--- src/rtl/mrc_datapath.sv ---
// Multi-register datapath: NREGS x WIDTH register file, shared bus, operand latch A,
// add/sub unit and result register G, sequenced by an IDLE/T1/T2/T3/DONE controller.
module mrc_datapath #(
  parameter int WIDTH = 16,
  parameter int NREGS = 8,
  localparam int SELW = $clog2(NREGS)
) (
  input  logic             clock,
  input  logic             resetn,
  input  logic             start,
  input  logic [1:0]       op,
  input  logic [SELW-1:0]  rx,
  input  logic [SELW-1:0]  ry,
  input  logic [WIDTH-1:0] din,
  output logic             busy,
  output logic             done,
  output logic [WIDTH-1:0] bus,
  output logic [2:0]       flags,
  input  logic [SELW-1:0]  rd_sel,
  output logic [WIDTH-1:0] rd_data
);

  typedef enum logic [2:0] {S_IDLE, S_T1, S_T2, S_T3, S_DONE} state_t;

  localparam logic [1:0] OP_MV  = 2'b00;
  localparam logic [1:0] OP_MVI = 2'b01;
  localparam logic [1:0] OP_SUB = 2'b11;

  state_t           state_q, state_d;
  logic [1:0]       op_q, op_d;
  logic [SELW-1:0]  rx_q, rx_d, ry_q, ry_d;
  logic [WIDTH-1:0] din_q, din_d;
  logic [WIDTH-1:0] a_q, a_d, g_q, g_d;
  logic [2:0]       flags_q, flags_d;
  logic             busy_q, busy_d, done_q, done_d;
  logic [WIDTH-1:0] regs_q [NREGS];
  logic [WIDTH-1:0] regs_d [NREGS];

  logic [WIDTH-1:0] bus_c;
  logic [WIDTH-1:0] opnd_c;
  logic [WIDTH:0]   alu_c;
  logic             wr_en_c;

  always_comb begin
    state_d = state_q;
    op_d    = op_q;
    rx_d    = rx_q;
    ry_d    = ry_q;
    din_d   = din_q;
    a_d     = a_q;
    g_d     = g_q;
    flags_d = flags_q;
    bus_c   = '0;
    opnd_c  = '0;
    alu_c   = '0;
    wr_en_c = 1'b0;
    case (state_q)
      S_IDLE: begin
        if (start) begin
          op_d    = op;
          rx_d    = rx;
          ry_d    = ry;
          din_d   = din;
          state_d = S_T1;
        end
      end
      S_T1: begin
        case (op_q)
          OP_MV: begin
            bus_c   = regs_q[ry_q];
            wr_en_c = 1'b1;
            state_d = S_DONE;
          end
          OP_MVI: begin
            bus_c   = din_q;
            wr_en_c = 1'b1;
            state_d = S_DONE;
          end
          default: begin
            bus_c   = regs_q[rx_q];
            a_d     = bus_c;
            state_d = S_T2;
          end
        endcase
      end
      S_T2: begin
        // Subtract as A + ~bus + 1 so the carry-out directly means "no borrow".
        bus_c   = regs_q[ry_q];
        opnd_c  = (op_q == OP_SUB) ? ~bus_c : bus_c;
        alu_c   = {1'b0, a_q} + {1'b0, opnd_c} + {{WIDTH{1'b0}}, (op_q == OP_SUB)};
        g_d     = alu_c[WIDTH-1:0];
        flags_d = {alu_c[WIDTH],
                   (a_q[WIDTH-1] == opnd_c[WIDTH-1]) && (alu_c[WIDTH-1] != a_q[WIDTH-1]),
                   (alu_c[WIDTH-1:0] == '0)};
        state_d = S_T3;
      end
      S_T3: begin
        bus_c   = g_q;
        wr_en_c = 1'b1;
        state_d = S_DONE;
      end
      S_DONE:  state_d = S_IDLE;
      default: state_d = S_IDLE;
    endcase

    for (int i = 0; i < NREGS; i++) regs_d[i] = regs_q[i];
    if (wr_en_c) regs_d[rx_q] = bus_c;

    busy_d = (state_d == S_T1) || (state_d == S_T2) || (state_d == S_T3);
    done_d = (state_d == S_DONE);
  end

  always_ff @(posedge clock) begin
    if (!resetn) begin
      state_q <= S_IDLE;
      op_q    <= '0;
      rx_q    <= '0;
      ry_q    <= '0;
      din_q   <= '0;
      a_q     <= '0;
      g_q     <= '0;
      flags_q <= '0;
      busy_q  <= 1'b0;
      done_q  <= 1'b0;
      for (int i = 0; i < NREGS; i++) regs_q[i] <= '0;
    end else begin
      state_q <= state_d;
      op_q    <= op_d;
      rx_q    <= rx_d;
      ry_q    <= ry_d;
      din_q   <= din_d;
      a_q     <= a_d;
      g_q     <= g_d;
      flags_q <= flags_d;
      busy_q  <= busy_d;
      done_q  <= done_d;
      for (int i = 0; i < NREGS; i++) regs_q[i] <= regs_d[i];
    end
  end

  assign busy    = busy_q;
  assign done    = done_q;
  assign bus     = bus_c;
  assign flags   = flags_q;
  assign rd_data = regs_q[rd_sel];

endmodule
--- config.mk ---
export PLATFORM = sky130hd
export DESIGN_NAME = mrc_datapath
export DESIGN_NICKNAME = d
export VERILOG_FILES = /design/src/rtl/mrc_datapath.sv
export SDC_FILE = /design/constraint.sdc
export NUM_CORES = 1
export LEC_CHECK = 0
export ABC_CLOCK_PERIOD_IN_PS = 4400
export BUFFER_PORTS_ARGS = -buffer_cell sky130_fd_sc_hd__buf_4
export CELL_PAD_IN_SITES_DETAIL_PLACEMENT = 0
export CELL_PAD_IN_SITES_GLOBAL_PLACEMENT = 1
export CORE_MARGIN = 4
export CORE_UTILIZATION = 44
export DETAILED_ROUTE_END_ITERATION = 8
export HOLD_SLACK_MARGIN = 0.08
export PLACE_DENSITY = 0.86
export RECOVER_POWER = 50
export SLEW_MARGIN = 10
export SYNTH_ARGS = -nofsm -noshare
export SYNTH_HDL_FRONTEND = slang
export SYNTH_SLANG_ARGS = --single-unit
--- constraint.sdc ---
create_clock -name clock -period 4.4 [get_ports clock]
set_clock_uncertainty 0.2 [all_clocks]
set_input_delay 0.88 -clock clock [delete_from_list [all_inputs] [get_ports clock]]
set_output_delay 0.88 -clock clock [all_outputs]
set_load 0.005 [all_outputs]
==> run_results.csv, run 1 <==
group,metric,value,unit
detailed_routing,drc,0,
grt,grt_pass1_vias,8627,
worst_setup_path,worstPathArrival,3.17,ns
floorplanning,io_pins,67,
power_and_ir_drop,clock_power_share,0.403,
timing,setup_viol,0,
run_status,violations,"capacitance limit, slew limit",
final_layout,final_common_cell,"dfxtp_1",
power_and_ir_drop,p_leak,4.49,nW
final_layout,nets,1194,
placed_design,place.gp.congestion,0.891,
grt,grt_pass1_wl,49.4,mm
timing,worst_pin_slew,1.72,ns
clocking,hold_buffers,0,
floorplanning,fp.dieArea,28000,sq um
grt,grt_usage,0.219,
detailed_routing,drtIter0Drc,844,
yosys,synthArstFlopShare,0,
floorplanning,dieWidth,167,um
timing,fin_crit,4.25,ns
timing,fmax,235,MHz
yosys,netlist_instances,1111,
yosys,yosysUniqueCellTypes,54,
yosys,netlist_area,11200,sq um
worst_setup_path,timing.critical_path.required,3.32,ns
timing,grt_setup_unrepaired,"no",
floorplanning,coreArea,25100,sq um
power_and_ir_drop,p_comb_frac,0.132,
min_path,min_path_type,"reg -> reg",
detailed_routing,wl_per_cell,20.5,um
detailed_routing,dr.pass1.iters,5,
final_layout,final_cells,1490,
floorplanning,start_util,0.445,
clocking,htreeDepth,4,
final_layout,layout_common_cells,"dfxtp_1, nor2_1, nand2_1",
clocking,numClockSinks,198,
timing,worst_slack,0.147,ns
yosys,synth_edf_count,0,
worst_setup_path,end_kind,"output port",
yosys,yosysWarnings,0,
power_and_ir_drop,vdd_drop_max,0.257,mV
timing,slew_headroom,-0.149,
power_and_ir_drop,p_sw,0.00113,W
clocking,clk_latency,0.45,ns
clocking,cts_buffers,17,
floorplanning,die_h,167,um
placed_design,place_inst,1453,
placed_design,port_buffers,66,
run_status,run_status,"complete, but fails checks",
detailed_routing,vias_per_cell,6.04,
clocking,clk_pin_slew,0.08,ns
yosys,synthesis.nets,1158,
yosys,ys_seq_elements,198,
clocking,cts_buffer_depth,2,
grt,antenna_found_initial,0,
timing,fin_crit_sh,0.967,
clocking,cts_setup_buffers,0,
timing,fin_tns_setup,0,ns
run,drv_cap,1,
timing,hold_ws,0.263,ns
power_and_ir_drop,seqPwrFrac,0.465,
detailed_routing,ant_nets,0,
clocking,cts_tree,"built",
worst_setup_path,crit_path_start_kind,"flip-flop",
yosys,synth_ff_type,"dfxtp_1",
timing,hold_viol,0,
power_and_ir_drop,p_sw_frac,0.280,
grt,grt_start_max_net_pins,102,
final_layout,fillers,2317,
grt,gr-total-overflow,0,
power_and_ir_drop,power_density,317,nW/um^2
worst_setup_path,worstSetupPathType,"reg -> out",
worst_setup_path,cp_max_fo,9,
floorplanning,row_count,58,
final_layout,syn2layout_area_growth,13.9,%
placed_design,dpl.hpwl,20.6,mm
detailed_routing,vias,8999,
final_layout,drive_above_1_share,0.284,
placed_design,pre_cts_ws,0.378,ns
detailed_routing,routed_wl,30.6,mm
timing,final-max-slew-violation-count,102,
clocking,cts_resized,0,
final_layout,antenna_cells,0,
clocking,clockRootBuffer,"clkbuf_16",
power_and_ir_drop,p_int,0.00291,W
yosys,syn_area_per_cell,10.1,sq um
yosys,yosysSeqAreaShare,0.355,
Yosys cell counts, types with 16 or more instances:
library cell  number  area (sq um)
xnor2_1           18           158
mux2_2            60           676
mux4_2            96          2160
buf_2             18          90.1
inv_1             25          93.8
a21oi_1           65           325
a211oi_1         129           968
nor2_1           157           589
clkbuf_1          65           244
ha_1              16           200
nand2_1          136           510
dfxtp_1          198          3960
registers in the layout (all words and copies together) (netlist names), named ones only:
name and cells:
a_q 16, busy 1, din_q 16, done 1, flags 3, g_q 16, op_q 2, regs_q 128
rx_q 3, ry_q 3, state_q 3
cell type report:
| cell class | instances | area, sq um | area share |
|---|---|---|---|
| inverter | 26 | 101 | 0.00796 |
| tap | 330 | 413 | 0.0324 |
| multi-input combinational | 796 | 6770 | 0.532 |
| timing repair buffer | 108 | 858 | 0.0674 |
| clock buffer | 18 | 439 | 0.0345 |
| clock inverter | 14 | 179 | 0.0141 |
| sequential | 198 | 3970 | 0.312 |
layer usage:
layer / wire length (um) / GRT usage / vias to the layer above
met5: 0 / 0 / -
met1: 13500 / 0.313 / 4398
met4: 481 / 0.0540 / 0
met2: 14300 / 0.344 / 357
met3: 2290 / 0.0425 / 40
li1: - / - / 4204
power groups by stage:
stage | combinational (W) | clock [W] | sequential [W]
2_1_floorplan | 0.000384 | 0 | 0.00190
3_3_place_gp | 0.000526 | 0 | 0.00192
3_5_place_dp | 0.000530 | 0 | 0.00192
4_1_cts | 0.000533 | 0.00164 | 0.00188
5_1_grt | 0.000578 | 0.00172 | 0.00189
6_report | 0.000532 | 0.00163 | 0.00188
critical path: stages, from the launching register on:
cell and delay [ns]:
dfxtp_2 0.36, buf_4 0.22, buf_4 0.22, mux4_2 0.50, mux2_2 0.35, mux2_2 0.31
a221oi_4 0.52, inv_1 0.09, buf_4 0.15
through the flow:
step           cell area (sq um)   util  power, W
2_1_floorplan              11200      -   0.00229
3_3_place_gp               12100  0.481   0.00244
3_5_place_dp               12100  0.481   0.00245
4_1_cts                    12700  0.506   0.00406
5_1_grt                    12700  0.507   0.00418
6_report                   12700  0.507   0.00404
worst paths after layout:
| path | slack (ns) | start | depth (start not counted) | end |
|---|---|---|---|---|
| max reg2reg | 0.31 | flip-flop | 13 | flags[0]$_SDFFE_PN0N_ |
| min | 0.26 | din_q[14]$_SDFFE_PN0P_ | 2 | din_q[14]$_SDFFE_PN0P_ |
| min reg2reg | 0.26 | din_q[14]$_SDFFE_PN0P_ | 2 | din_q[14]$_SDFFE_PN0P_ |
| max | 0.15 | flip-flop | 8 | bus[12] |
kinds of logic (layout without fill, tap and decap cells):
| group | after synthesis | after routing | share of synthesized area |
|---|---|---|---|
| compound gates | 250 | 250 | 0.178 |
| xor+xnor | 26 | 26 | 0.0204 |
| fa+ha+maj | 17 | 17 | 0.0197 |
| buf+inv | 117 | 166 | 0.0421 |
| flops | 198 | 198 | 0.355 |
| mux | 160 | 160 | 0.259 |
| simple gates | 343 | 343 | 0.127 |
(Power assumes the default switching activity.)
==> run 2, diff against run 1 <==
ABC_CLOCK_PERIOD_IN_PS = 4000   (was 4400)
CORE_UTILIZATION = 45   (was 44)
PLACE_DENSITY = 0.84   (was 0.86)
clock period = 4 ns   (was 4.4 ns; I/O delays follow)
==> run 2 against run 1 <==
  * The run ends with setup timing left
  * Routed wire length increased by 5.5%
  * Global-route usage increased by 2.1 points
  * Sequential share of layout area decreased by 0.85 points
  * Combinational power increased by 20%
  * Critical path depth increased by 6
  * Clock power about the same
  * Hold slack got worse by 0.0080 ns
  * Cell area increased by 2.9%
  * Register-to-register slack got worse by 0.31 ns
  * Highest routed layer unchanged
==> run_results.csv, run 2 (synthesis results as in run 1) <==
group,metric,value,unit
power_and_ir_drop,clock_power_share,0.379,
grt,grt_usage,0.240,
worst_setup_path,worstSetupPathType,"reg -> reg",
floorplanning,fp.dieArea,27400,sq um
timing,fin_crit,4.00,ns
worst_setup_path,cp_slowest_cell,"mux4_2",
power_and_ir_drop,p_sw_frac,0.282,
worst_setup_path,crit_path_start_kind,"flip-flop",
power_and_ir_drop,p_comb_frac,0.147,
placed_design,port_buffers,66,
timing,hold_viol,0,
worst_setup_path,cp_max_fo,7,
clocking,hold_buffers,0,
clocking,clk_latency,0.45,ns
detailed_routing,ant_nets,0,
power_and_ir_drop,p_int,0.00313,W
final_layout,fillers,2151,
final_layout,drive_above_1_share,0.319,
detailed_routing,dr.pass1.iters,5,
min_path,min_path_type,"reg -> reg",
power_and_ir_drop,p_leak,4.67,nW
floorplanning,die_h,166,um
worst_setup_path,crit_buf_inv,2,
detailed_routing,vias,9110,
placed_design,place.gp.congestion,0.859,
worst_setup_path,crit_family,"compound AO/OA/AOI/OAI gates",
final_layout,antenna_cells,0,
timing,worst_pin_slew,1.21,ns
run_status,violations,"setup timing",
placed_design,dpl.hpwl,21.1,mm
clocking,cts_buffers,17,
timing,grt_setup_unrepaired,"yes",
power_and_ir_drop,seqPwrFrac,0.474,
final_layout,final_cells,1520,
worst_setup_path,r2r_end,"flags[0]$_SDFFE_PN0N_",
min_path,worstHoldStart,"din_q[8]$_SDFFE_PN0P_",
detailed_routing,vias_per_cell,5.99,
clocking,htreeDepth,4,
final_layout,nets,1231,
grt,grt_start_max_net_pins,91,
worst_setup_path,reg2reg_depth,14,
run,drv_cap,0,
timing,fin_crit_sh,1.00,
timing,fmax,250,MHz
min_path,whs_endpoint,"din_q[8]$_SDFFE_PN0P_",
min_path,hold_depth,2,
power_and_ir_drop,vdd_drop_max,0.319,mV
worst_setup_path,worstPathCellList,"buf_12, buf_4, mux4_2, mux2_2, xnor2_2, ha_2, and2_4, nand2b_1, a221oi_2, a21oi_2, a311oi_2, xor2_1, nand4_1, o31ai_2",
timing,hold_ws,0.255,ns
grt,grt_pass1_wl,50.4,mm
final_layout,regMostFlops,"regs_q",
worst_setup_path,slowest_delay,0.49,ns
clocking,cts_buffer_depth,2,
run_status,run_status,"complete, but fails checks",
clocking,clockRootBuffer,"clkbuf_16",
timing,fin_tns_setup,-0.00480,ns
floorplanning,dieWidth,166,um
floorplanning,row_count,57,
final_layout,syn2layout_area_growth,17.2,%
final_layout,largest_reg_flops,128,
power_and_ir_drop,p_sw,0.00123,W
clocking,numClockSinks,198,
timing,worst_slack,-0.00480,ns
floorplanning,io_pins,67,
worst_setup_path,timing.critical_path.required,4.17,ns
floorplanning,start_util,0.458,
timing,final-max-slew-violation-count,0,
final_layout,layout_common_cells,"dfxtp_1, nor2_1, nand2_1",
worst_setup_path,worstPathArrival,4.17,ns
worst_setup_path,end_kind,"flip-flop",
worst_setup_path,reg2reg_slack,-0.005,ns
detailed_routing,drc,0,
floorplanning,coreArea,24400,sq um
clocking,clk_pin_slew,0.07,ns
final_layout,final_common_cell,"dfxtp_1",
timing,setup_viol,1,
detailed_routing,routed_wl,32.3,mm
power_and_ir_drop,power_density,333,nW/um^2
placed_design,place_inst,1469,
clocking,cts_tree,"built",
detailed_routing,drtIter0Drc,845,
detailed_routing,wl_per_cell,21.2,um
grt,gr-total-overflow,0,
grt,grt_pass1_vias,8854,
grt,antenna_found_initial,0,
timing,slew_headroom,0.196,
run 2: changes by cell type in the layout (fill, tap and decap cells not counted), sizes merged:
cell	previous run	this run
buf	100	130
clkbuf	26	33
bufinv	1	0
clkinv	5	2
clkinvlp	1	4
run 2: area by class of cell:
cell class | instances | area [sq um] | area share
Multi-Input combinational cell | 796 | 6900 | 0.527
Tap cell | 324 | 405 | 0.0310
Clock buffer | 18 | 429 | 0.0328
Inverter | 26 | 103 | 0.00783
Timing Repair Buffer | 145 | 1180 | 0.0899
Sequential cell | 198 | 3970 | 0.303
Clock inverter | 13 | 115 | 0.00879
run 2: repair_timing:
action	in CTS	in global routing
buffers inserted	3	16
cloned	0	1
pin swaps	1	16
resized for setup	2	33
setup endpoints to repair	2	9
run 2: power by group through the flow:
| stage | Clock, W | Combinational (W) | Sequential, W |
|---|---|---|---|
| after global routing | 0.00176 | 0.000689 | 0.00207 |
| after floorplan | 0 | 0.000425 | 0.00209 |
| after detailed placement | 0 | 0.000605 | 0.00211 |
| after CTS | 0.00168 | 0.000612 | 0.00207 |
| after global placement | 0 | 0.000599 | 0.00211 |
| final | 0.00165 | 0.000640 | 0.00207 |
run 2: how the worst max path moves through the flow:
stage | startpoint | to | slack, ns | depth (start not counted)
after CTS | flip-flop | flags[0]$_SDFFE_PN0N_ | 0.0003 | 13
final | flip-flop | flags[0]$_SDFFE_PN0N_ | -0.005 | 14
after global placement | flip-flop | flags[0]$_SDFFE_PN0N_ | 0.04 | 14
after global routing | flip-flop | flags[0]$_SDFFE_PN0N_ | -0.17 | 13
after detailed placement | flip-flop | flags[0]$_SDFFE_PN0N_ | -0.004 | 12
after floorplan | flip-flop | flags[0]$_SDFFE_PN0N_ | 0.08 | 14
run 2: per-stage QoR:
stage,setup WS [ns],power [W],util,instance area (sq um)
4_1_cts,0.000348,0.00436,0.526,12800
3_5_place_dp,-0.00370,0.00272,0.503,12300
3_3_place_gp,0.0367,0.00271,0.503,12300
2_1_floorplan,0.0812,0.00252,-,11200
6_report,-0.00480,0.00436,0.537,13100
5_1_grt,-0.166,0.00452,0.537,13100
run 2: routing by layer:
metal,vias up,track usage,part of all wire
li1,4268,-,-
met1,4451,0.327,0.43
met2,329,0.390,0.48
met3,62,0.0482,0.071
met4,0,0.0682,0.022
met5,-,0,0
run 2: worst register-to-register path: cells and delay by family, from the launching register on:
family | cells | cell delay [ns]
AO/OA/AOI/OAI | 4 | 0.92
XOR/XNOR | 2 | 0.46
AND/OR/NAND/NOR | 3 | 0.53
buffers and inverters | 2 | 0.25
flip-flops | 1 | 0.40
multiplexers | 2 | 0.82
adder cells (fa/ha/maj) | 1 | 0.34
